$ cat config.mk
export PLATFORM = sky130hd
export DESIGN_NAME = cpu_step_ctrl_flat
export DESIGN_NICKNAME = d
export VERILOG_FILES = /design/src/rtl/cpu_step_ctrl_if.sv /design/src/rtl/cpu_step_ctrl.sv /design/src/flat_wrapper.sv
export SDC_FILE = /design/constraint.sdc
export NUM_CORES = 1
export LEC_CHECK = 0
export ABC_AREA = 0
export BUFFER_PORTS_ARGS = -buffer_cell sky130_fd_sc_hd__buf_2
export CAP_MARGIN = 5
export CORE_UTILIZATION = 60
export CTS_CLUSTER_DIAMETER = 40
export CTS_CLUSTER_SIZE = 16
export DETAILED_ROUTE_END_ITERATION = 6
export GPL_TIMING_DRIVEN = 1
export PLACE_DENSITY = 0.84
export SETUP_SLACK_MARGIN = 0.02
export SLEW_MARGIN = 20
export SYNTH_ARGS = -nofsm -noshare
export SYNTH_HDL_FRONTEND = slang
export SYNTH_SLANG_ARGS = --single-unit
$ cat constraint.sdc
create_clock -name clk -period 4.29 [get_ports clk]
set_clock_uncertainty 0.15 [all_clocks]
set_input_delay 0.429 -clock clk [delete_from_list [all_inputs] [get_ports clk]]
set_output_delay 0.429 -clock clk [all_outputs]
set_load 0.05 [all_outputs]
$ cat src/rtl/cpu_step_ctrl_if.sv
// Core-side link of the execution sequencer: the commit strobe out, halt/PC/breakpoint in.
interface cpu_step_ctrl_if #(
  parameter int PC_W = 16
);
  // step_en is a bare one-cycle strobe with no ready: the core commits exactly one
  // instruction on every cycle it is high; all other signals are plain levels.
  logic            step_en;
  logic            cpu_halt;
  logic [PC_W-1:0] cpu_pc;
  logic            brk_en;
  logic [PC_W-1:0] brk_pc;

  modport master (
    output step_en,
    input  cpu_halt,
    input  cpu_pc,
    input  brk_en,
    input  brk_pc
  );

  modport slave (
    input  step_en,
    output cpu_halt,
    output cpu_pc,
    output brk_en,
    output brk_pc
  );
endinterface

$ cat src/rtl/cpu_step_ctrl.sv
// Execution sequencer: one-cycle step_en commit pulses for free-run, single-step and sticky halt.
// Define STEP_CTRL_BRK_EN to compile in the stop-on-PC breakpoint in RUN.
module cpu_step_ctrl #(
  parameter int TICK_CYCLES = 67108864,
  parameter int DEB_CYCLES  = 1000000,
  parameter int PC_W        = 16
) (
  input  logic            clk,
  input  logic            rst_n,
  input  logic            run_sw,
  input  logic            step_key,
  cpu_step_ctrl_if.master core,
  output logic [1:0]      state_o,
  output logic            halted_led,
  output logic [15:0]     step_count
);

  localparam int TICK_W = $clog2(TICK_CYCLES);
  localparam int DEB_W  = $clog2(DEB_CYCLES) + 1;

  typedef enum logic [1:0] {
    IDLE = 2'b00,
    RUN  = 2'b01,
    STEP = 2'b10,
    HALT = 2'b11
  } state_t;

  state_t            state_q, state_d;
  logic              run_meta, run_sync;
  logic              key_meta, key_sync;
  logic              key_deb, key_deb_q;
  logic              press;
  logic [DEB_W-1:0]  deb_cnt;
  logic [TICK_W-1:0] tick_cnt, tick_cnt_d;
  logic              tick;
  logic              brk_hit;
  logic              step_en_d;
  logic [PC_W-1:0]   brk_pc_w;

  // Board inputs are asynchronous; the key idles high (released).
  always_ff @(posedge clk or negedge rst_n) begin
    if (!rst_n) begin
      run_meta <= 1'b0;
      run_sync <= 1'b0;
      key_meta <= 1'b1;
      key_sync <= 1'b1;
    end else begin
      run_meta <= run_sw;
      run_sync <= run_meta;
      key_meta <= step_key;
      key_sync <= key_meta;
    end
  end

  always_ff @(posedge clk or negedge rst_n) begin
    if (!rst_n) begin
      deb_cnt   <= '0;
      key_deb   <= 1'b1;
      key_deb_q <= 1'b1;
    end else begin
      key_deb_q <= key_deb;
      if (key_sync == key_deb) begin
        deb_cnt <= '0;
      end else if (deb_cnt == DEB_W'(DEB_CYCLES - 1)) begin
        key_deb <= key_sync;
        deb_cnt <= '0;
      end else begin
        deb_cnt <= deb_cnt + 1'b1;
      end
    end
  end

  assign press = key_deb_q & ~key_deb;
  assign tick  = (state_q == RUN) && (tick_cnt == TICK_W'(TICK_CYCLES - 1));
  assign brk_pc_w = core.brk_pc;

`ifdef STEP_CTRL_BRK_EN
  assign brk_hit = core.brk_en && (core.cpu_pc == brk_pc_w);
`else
  logic unused_brk;
  assign unused_brk = ^{core.brk_en, core.cpu_pc, brk_pc_w};
  assign brk_hit    = 1'b0;
`endif

  always_comb begin
    state_d    = state_q;
    step_en_d  = 1'b0;
    tick_cnt_d = '0;
    if (core.cpu_halt) begin
      state_d = HALT;
    end else begin
      case (state_q)
        IDLE: begin
          if (run_sync) begin
            state_d = RUN;
          end else if (press) begin
            state_d   = STEP;
            step_en_d = 1'b1;
          end
        end
        RUN: begin
          if (!run_sync) begin
            state_d = IDLE;
          end else if (tick && brk_hit) begin
            state_d = IDLE;
          end else begin
            step_en_d  = tick;
            tick_cnt_d = tick ? '0 : tick_cnt + 1'b1;
          end
        end
        STEP:    state_d = IDLE;
        default: state_d = HALT;
      endcase
    end
  end

  always_ff @(posedge clk or negedge rst_n) begin
    if (!rst_n) begin
      state_q      <= IDLE;
      tick_cnt     <= '0;
      core.step_en <= 1'b0;
    end else begin
      state_q      <= state_d;
      tick_cnt     <= tick_cnt_d;
      core.step_en <= step_en_d;
    end
  end

  always_ff @(posedge clk or negedge rst_n) begin
    if (!rst_n) begin
      step_count <= '0;
    end else if (core.step_en && (step_count != 16'hFFFF)) begin
      step_count <= step_count + 16'd1;
    end
  end

  assign state_o    = state_q;
  assign halted_led = (state_q == HALT);

endmodule

$ cat src/flat_wrapper.sv
// flat-port wrapper written by rule: the top's interface ports become plain ports
module cpu_step_ctrl_flat 
#(
  parameter int TICK_CYCLES = 67108864,
  parameter int DEB_CYCLES  = 1000000,
  parameter int PC_W        = 16
)
  (clk, rst_n, run_sw, step_key, state_o, halted_led, step_count, core_step_en, core_cpu_halt, core_cpu_pc, core_brk_en, core_brk_pc);
  cpu_step_ctrl_if #(.PC_W(PC_W)) core_i ();
  input  logic clk;
  input  logic rst_n;
  input  logic run_sw;
  input  logic step_key;
  output logic [1:0] state_o;
  output logic halted_led;
  output logic [15:0] step_count;
  output wire logic [$bits(core_i.step_en)-1:0] core_step_en;
  input wire logic [$bits(core_i.cpu_halt)-1:0] core_cpu_halt;
  input wire logic [$bits(core_i.cpu_pc)-1:0] core_cpu_pc;
  input wire logic [$bits(core_i.brk_en)-1:0] core_brk_en;
  input wire logic [$bits(core_i.brk_pc)-1:0] core_brk_pc;
  assign core_step_en = core_i.step_en;
  assign core_i.cpu_halt = core_cpu_halt;
  assign core_i.cpu_pc = core_cpu_pc;
  assign core_i.brk_en = core_brk_en;
  assign core_i.brk_pc = core_brk_pc;
  cpu_step_ctrl #(.TICK_CYCLES(TICK_CYCLES), .DEB_CYCLES(DEB_CYCLES), .PC_W(PC_W)) u_core (.clk(clk), .rst_n(rst_n), .run_sw(run_sw), .step_key(step_key), .core(core_i), .state_o(state_o), .halted_led(halted_led), .step_count(step_count));
endmodule
==> results of run 1 <==
==> cell type report <==
| type | instances | area (µm²) |
|---|---|---|
| Inverter | 11 | 41.3 |
| Clock inverter | 3 | 40.0 |
| Clock buffer | 13 | 159 |
| Tap cell | 72 | 90.1 |
| Timing Repair Buffer | 26 | 135 |
| Sequential cell | 72 | 1810 |
| Fill cell | 423 | 1670 |
| Multi-Input combinational cell | 262 | 1660 |
==> logic make-up (layout without fill, tap and decap cells) <==
logic type	count (synthesis)	count (layout)	share of synthesized area, %
compound gates	51	51	9.26
xor+xnor	37	37	9.15
fa+ha+maj	6	6	2.12
buf+inv	18	53	2.01
flops	72	72	51.0
mux	4	4	1.20
simple gates	164	164	25.2
==> stage by stage <==
step | util [%] | total power [mW] | instance area, µm²
floorplan | - | 0.710 | 3540
global placement | 66.6 | 0.730 | 3740
detailed placement | 66.6 | 0.730 | 3740
CTS | 70.2 | 1.26 | 3940
global route | 70.2 | 1.29 | 3940
finish | 70.2 | 1.25 | 3940
==> power breakdown <==
group	switching, mW	internal (mW)
sequential	0.00425	0.684
clock	0.239	0.299
combinational	0.0217	0.00603
total	0.264	0.989
==> worst register-to-register path, cell delays in order, from the launching register on <==
cell     delay, ns
dfrtp_1       0.38
ha_1          0.27
nand4_1       0.26
or4_4         0.61
o31ai_4       0.67
nor2_1        0.15
==> registers in the layout, indices dropped and copies added, names as in the netlist, 2 cells and up <==
register,count
u_core.step_count,16
u_core.tick_cnt,26
u_core.deb_cnt,21
u_core.state_o,2
==> final timing paths <==
kind	from	end	slack (ns)	cells past startpoint
worst max-delay path	u_core.tick_cnt[0]	u_core.tick_cnt[9]	1.64	5
worst min-delay path	rst_n	u_core.step_count[13]	-0.005	1
worst max register to register	u_core.tick_cnt[0]	u_core.tick_cnt[9]	1.64	5
worst min register to register	u_core.run_meta	u_core.run_sync	0.20	0
max in group asynchronous	rst_n	u_core.key_meta	3.02	2
min in group clk	step_key	u_core.key_meta	0.03	1
==> synthesized netlist by cell type (7+ instances only) <==
library cell   n
dfrtp_1       68
nor3_1         9
nand3_1       16
or3_1         12
or4_1          7
nor2_1        36
nand4_1       21
o21ai_0       13
xor2_1        15
xnor2_1       22
a21oi_1       19
nand2_1       29
inv_1         11
==> metal layers <==
layer	vias to the layer above	GRT usage, %
met5	-	0
met2	62	39.6
li1	1340	-
met1	1349	31.7
met4	0	9.45
met3	9	5.63
==> metrics.yaml, run 1 <==
outcome: "finished, violations left"
violations: "negative hold slack"
grt_pass1_wl_um: 11700
critPathBufInv: 0
max-vdd-ir-drop_mv: 0.271
diodes: 0
area_growth_pct: 11.1
grt_util_all_layers_pct: 24.3
relSlewSlack_pct: 45.1
die_w_um: 78.8
cap_violations: 0
wl_per_cell_um: 15.0
wl_met2_um: 3350
hold_buffers: 0
cts_tree: "built"
vias_per_cell: 6.01
layout_setup_ws_ns: 1.64
cts_resized: 0
cpPeakStageDelay_ns: 0.67
core_um2: 5610
p_leak_nw: 1.61
place_ws_ns: 1.70
cp.required_ns: 4.32
ios: 58
synth_cell_types: 45
finalNetCount: 426
overflow: 0
route.layer.met1.wl_um: 3230
clkTransAtPathRegs_ns: 0.08
cts_num_sinks: 72
ys.warnings.count: 0
fin_setup_tns_ns: 0
crit_path_top_delay_cell: "o31ai_4"
dieArea_um2: 6210
crit_type: "flip-flop to flip-flop"
syn_nets: 396
stdcell_count: 459
grt_start_max_net_pins: 39
htreeDepth: 3
holdWs_ns: -0.00520
synth_edf_count: 0
numCtsBuffers: 9
first_global_vias: 2598
worst_pin_slew_ns: 0.816
cts.root.buffer_cell: "clkbuf_8"
report.final.slew_viol_count: 0
startpoint_type: "flip-flop"
port_buffers: 24
final_hold_viol_count: 6
crit_fanout: 15
syn_avg_cell_area_um2: 10.1
drt-pass1-iter-count: 5
antenna_left: 0
synth.top_cell.area_share_pct: 48.1
drc: 0
ys_top_cells_by_area: "dfrtp_1 48%, xnor2_1 5.4%, nor2_1 3.8%"
antenna_found_initial: 0
syn_inst: 352
power.density_nw_per_um2: 319
wirelength_um: 6890
place_hpwl_um: 4760
endpoint_kind: "flip-flop"
yosys.area.top_type: "dfrtp_1"
drt_iter0_drc: 164
rsz0062_at_grt: "no"
fin_crit_sh_pct: 61.9
synthArstFlopShare_pct: 100
crit_arrival_ns: 2.69
clk_latency_ns: 0.34
top_layer: "met4"
ys_ff_latch: 72
critical_path.cell_chain: "ha_1 > nand4_1 > or4_4 > o31ai_4 > nor2_1"
fin_crit_ns: 2.65
fp-row-count: 27
layout_common_cells: "68 x dfrtp_1, 36 x nor2_1, 29 x nand2_1"
layout_commonest_cell: "dfrtp_1"
setup_viol: 0
start_util_pct: 63.1
place_congestion: 0.800
hold_path.class: "primary input to async pin"
cts_setup_buffers: 0
synthesis.area_um2: 3540
wl_met3_um: 247
critical_path.top_delay_family: "simple AND/OR/NAND/NOR gates"
die_height_um: 78.8
timing.fmax_mhz: 377
route.vias.total: 2760
drive_gt1_share_pct: 14.2
dpl.cell_count: 443
seq_area_frac_synth_pct: 51.0
ys.flop_type: "dfrtp_1"
max-clock-path-buffers: 2
Note: power is estimated with default switching activity, not from simulation.
==> run 2, diff against run 1 <==
--- a/config.mk
+++ b/config.mk
@@ -8,12 +8,12 @@
 export ABC_AREA = 0
 export BUFFER_PORTS_ARGS = -buffer_cell sky130_fd_sc_hd__buf_2
 export CAP_MARGIN = 5
-export CORE_UTILIZATION = 60
+export CORE_UTILIZATION = 51
 export CTS_CLUSTER_DIAMETER = 40
 export CTS_CLUSTER_SIZE = 16
 export DETAILED_ROUTE_END_ITERATION = 6
 export GPL_TIMING_DRIVEN = 1
-export PLACE_DENSITY = 0.84
+export PLACE_DENSITY = 0.76
 export SETUP_SLACK_MARGIN = 0.02
 export SLEW_MARGIN = 20
 export SYNTH_ARGS = -nofsm -noshare
==> constraint.sdc (replaced) <==
create_clock -name clk -period 2.2 [get_ports clk]
set_clock_uncertainty 0.15 [all_clocks]
set_input_delay 0.22 -clock clk [delete_from_list [all_inputs] [get_ports clk]]
set_output_delay 0.22 -clock clk [all_outputs]
set_load 0.05 [all_outputs]
==> metrics.yaml, run 2 (synthesis gave the netlist of run 1 again) <==
final_hold_viol_count: 0  # -6
fin_crit_ns: 2.09  # -0.561 ns
crit_fanout: 7  # -8
grt_util_all_layers_pct: 19.7  # -4.6 points
seq_area_um2: 1810  # unchanged
core_um2: 6760  # +20%
layout_setup_ws_ns: 0.107  # -1.53 ns
r2r-end: "u_core.tick_cnt[21]"
drt-pass1-iter-count: 4  # -1
critical_path.cell_chain: "nand4_1 > or4_4 > buf_4 > or3_1 > a21oi_1"
numCtsBuffers: 9  # unchanged
finalNetCount: 447  # +4.9%
multiInputGateArea_um2: 1680  # +0.75%
top_register: "u_core.tick_cnt"
place_congestion: 0.803  # +0.44%
clkTransAtPathRegs_ns: 0.08  # about the same
clk_latency_ns: 0.34  # about the same
start_util_pct: 52.4  # -11 points
stdcell_count: 488  # +6.3%
overflow: 0  # unchanged
vias_per_cell: 5.65  # -6.1%
wl_per_cell_um: 13.6  # -9.3%
crit_type: "flip-flop to flip-flop"
layout_common_cells: "68 x dfrtp_1, 36 x nor2_1, 29 x nand2_1"
fin_crit_sh_pct: 95.1  # +33 points
p_leak_nw: 1.75  # +8.8%
top_layer: "met4"
antenna_found_initial: 0  # unchanged
route.layer.met1.wl_um: 3210  # -0.65%
rr_worst_depth: 5  # unchanged
drive_gt1_share_pct: 18.4  # +4.2 points
hp-start: "u_core.run_meta"
ios: 58  # unchanged
reg_top3: "u_core.tick_cnt x26, u_core.deb_cnt x21, u_core.step_count x16"
report.final.slew_viol_count: 0  # unchanged
htreeDepth: 3  # unchanged
cts_num_sinks: 72  # unchanged
nFillCells: 535  # +26%
wirelength_um: 6640  # -3.6%
setup_viol: 0  # unchanged
crit_path_top_delay_cell: "or4_4"
power.total_mw: 2.67  # +110%
cts_tree: "built"
cp.required_ns: 2.31  # -2.01 ns
crit_arrival_ns: 2.21  # -0.48 ns
holdWs_ns: 0.204  # +0.209 ns
die_height_um: 85.3  # +8.3%
final_util_pct: 62.1  # -8.1 points
worst_pin_slew_ns: 0.500  # -0.315 ns
place_hpwl_um: 4520  # -5.0%
placed_area_um2: 3900  # +4.4%
max-clock-path-buffers: 2  # unchanged
layout_commonest_cell: "dfrtp_1"
grt_start_max_net_pins: 73  # +87%
die_w_um: 85.3  # +8.3%
fin_setup_tns_ns: 0  # unchanged
first_global_vias: 2523  # -2.9%
hold_path_end: "u_core.run_sync"
dpl.cell_count: 467  # +5.4%
cpPeakStageDelay_ns: 0.58  # -0.09 ns
fin_area_um2: 4200  # +6.6%
drc: 0  # unchanged
hold-path-cell-count: 0
relSlewSlack_pct: 66.3  # +21 points
route.vias.total: 2756  # -0.14%
wl_met2_um: 3150  # -5.8%
area_growth_pct: 18.5
max-vdd-ir-drop_mv: 0.315  # +16%
wl_met3_um: 198  # -20%
fp-row-count: 30  # +11%
outcome: "finished, final reports clean"
diodes: 0  # unchanged
port_buffers: 24  # unchanged
startpoint_type: "flip-flop"
place_ws_ns: 0.0921  # -1.61 ns
hold_path.class: "flip-flop to flip-flop"
largest_reg_flops: 26  # unchanged
drt_iter0_drc: 132  # -20%
grt_pass1_wl_um: 11400  # -2.7%
endpoint_kind: "flip-flop"
r2r_setup_slack_ns: 0.11  # -1.53 ns
r2r_start: "u_core.tick_cnt[14]"
antenna_left: 0  # unchanged
timing.fmax_mhz: 478  # +27%
power.density_nw_per_um2: 636  # +100%
dieArea_um2: 7280  # +17%
cts.root.buffer_cell: "clkbuf_8"
cap_violations: 0  # unchanged
rsz0062_at_grt: "no"
## run 2: changes by cell type in the layout (fill, tap and decap cells not counted), sizes merged
cell,before,now
dlygate4sd3,0,4
buf,26,43
clkinvlp,0,1
clkbuf,13,9
bufinv,1,3
clkinv,2,3
## run 2: worst max-delay path, delay by kind of cell (launching register included)
kind | cells | cell delay [ns]
simple gates | 3 | 1.13
flops | 1 | 0.40
buf+inv | 1 | 0.18
compound gates | 1 | 0.16
## run 2: worst max-delay path by stage
stage / startpoint / end / cells past startpoint
after floorplan: u_core.step_count[5] / u_core.step_count[1] / 4
after global placement: u_core.tick_cnt[14] / u_core.tick_cnt[19] / 5
after detailed placement: u_core.tick_cnt[14] / u_core.tick_cnt[21] / 5
after CTS: u_core.tick_cnt[14] / u_core.tick_cnt[21] / 5
after global routing: u_core.tick_cnt[14] / u_core.tick_cnt[20] / 5
final: u_core.tick_cnt[14] / u_core.tick_cnt[21] / 5
## run 2: what timing repair did
action / 4_1_cts / 5_1_grt
buffers inserted: 0 / 1
hold buffers: 4 / 0
endpoints found under the setup margin: 0 / 9
resized for setup: 0 / 2
hold endpoints to repair: 71 / 0
## run 2: metal layers
layer	up-vias	GRT usage [%]
met5	-	0
li1	1378	-
met1	1331	25.9
met2	40	32.0
met4	0	7.73
met3	7	4.47
## run 2: cell type report
| type | instances | area share (%) |
|---|---|---|
| sequential | 72 | 43.1 |
| multi-input combinational | 262 | 39.9 |
| timing repair buffer | 47 | 7.81 |
| clock buffer | 9 | 2.95 |
| clock inverter | 7 | 2.86 |
| tap | 80 | 2.39 |
| inverter | 11 | 0.984 |
## run 2: power by group
group          internal [mW]  leakage, nW  switching [mW]
Sequential              1.33        0.972         0.00871
Clock                  0.755        0.119           0.508
Combinational         0.0202        0.661          0.0440
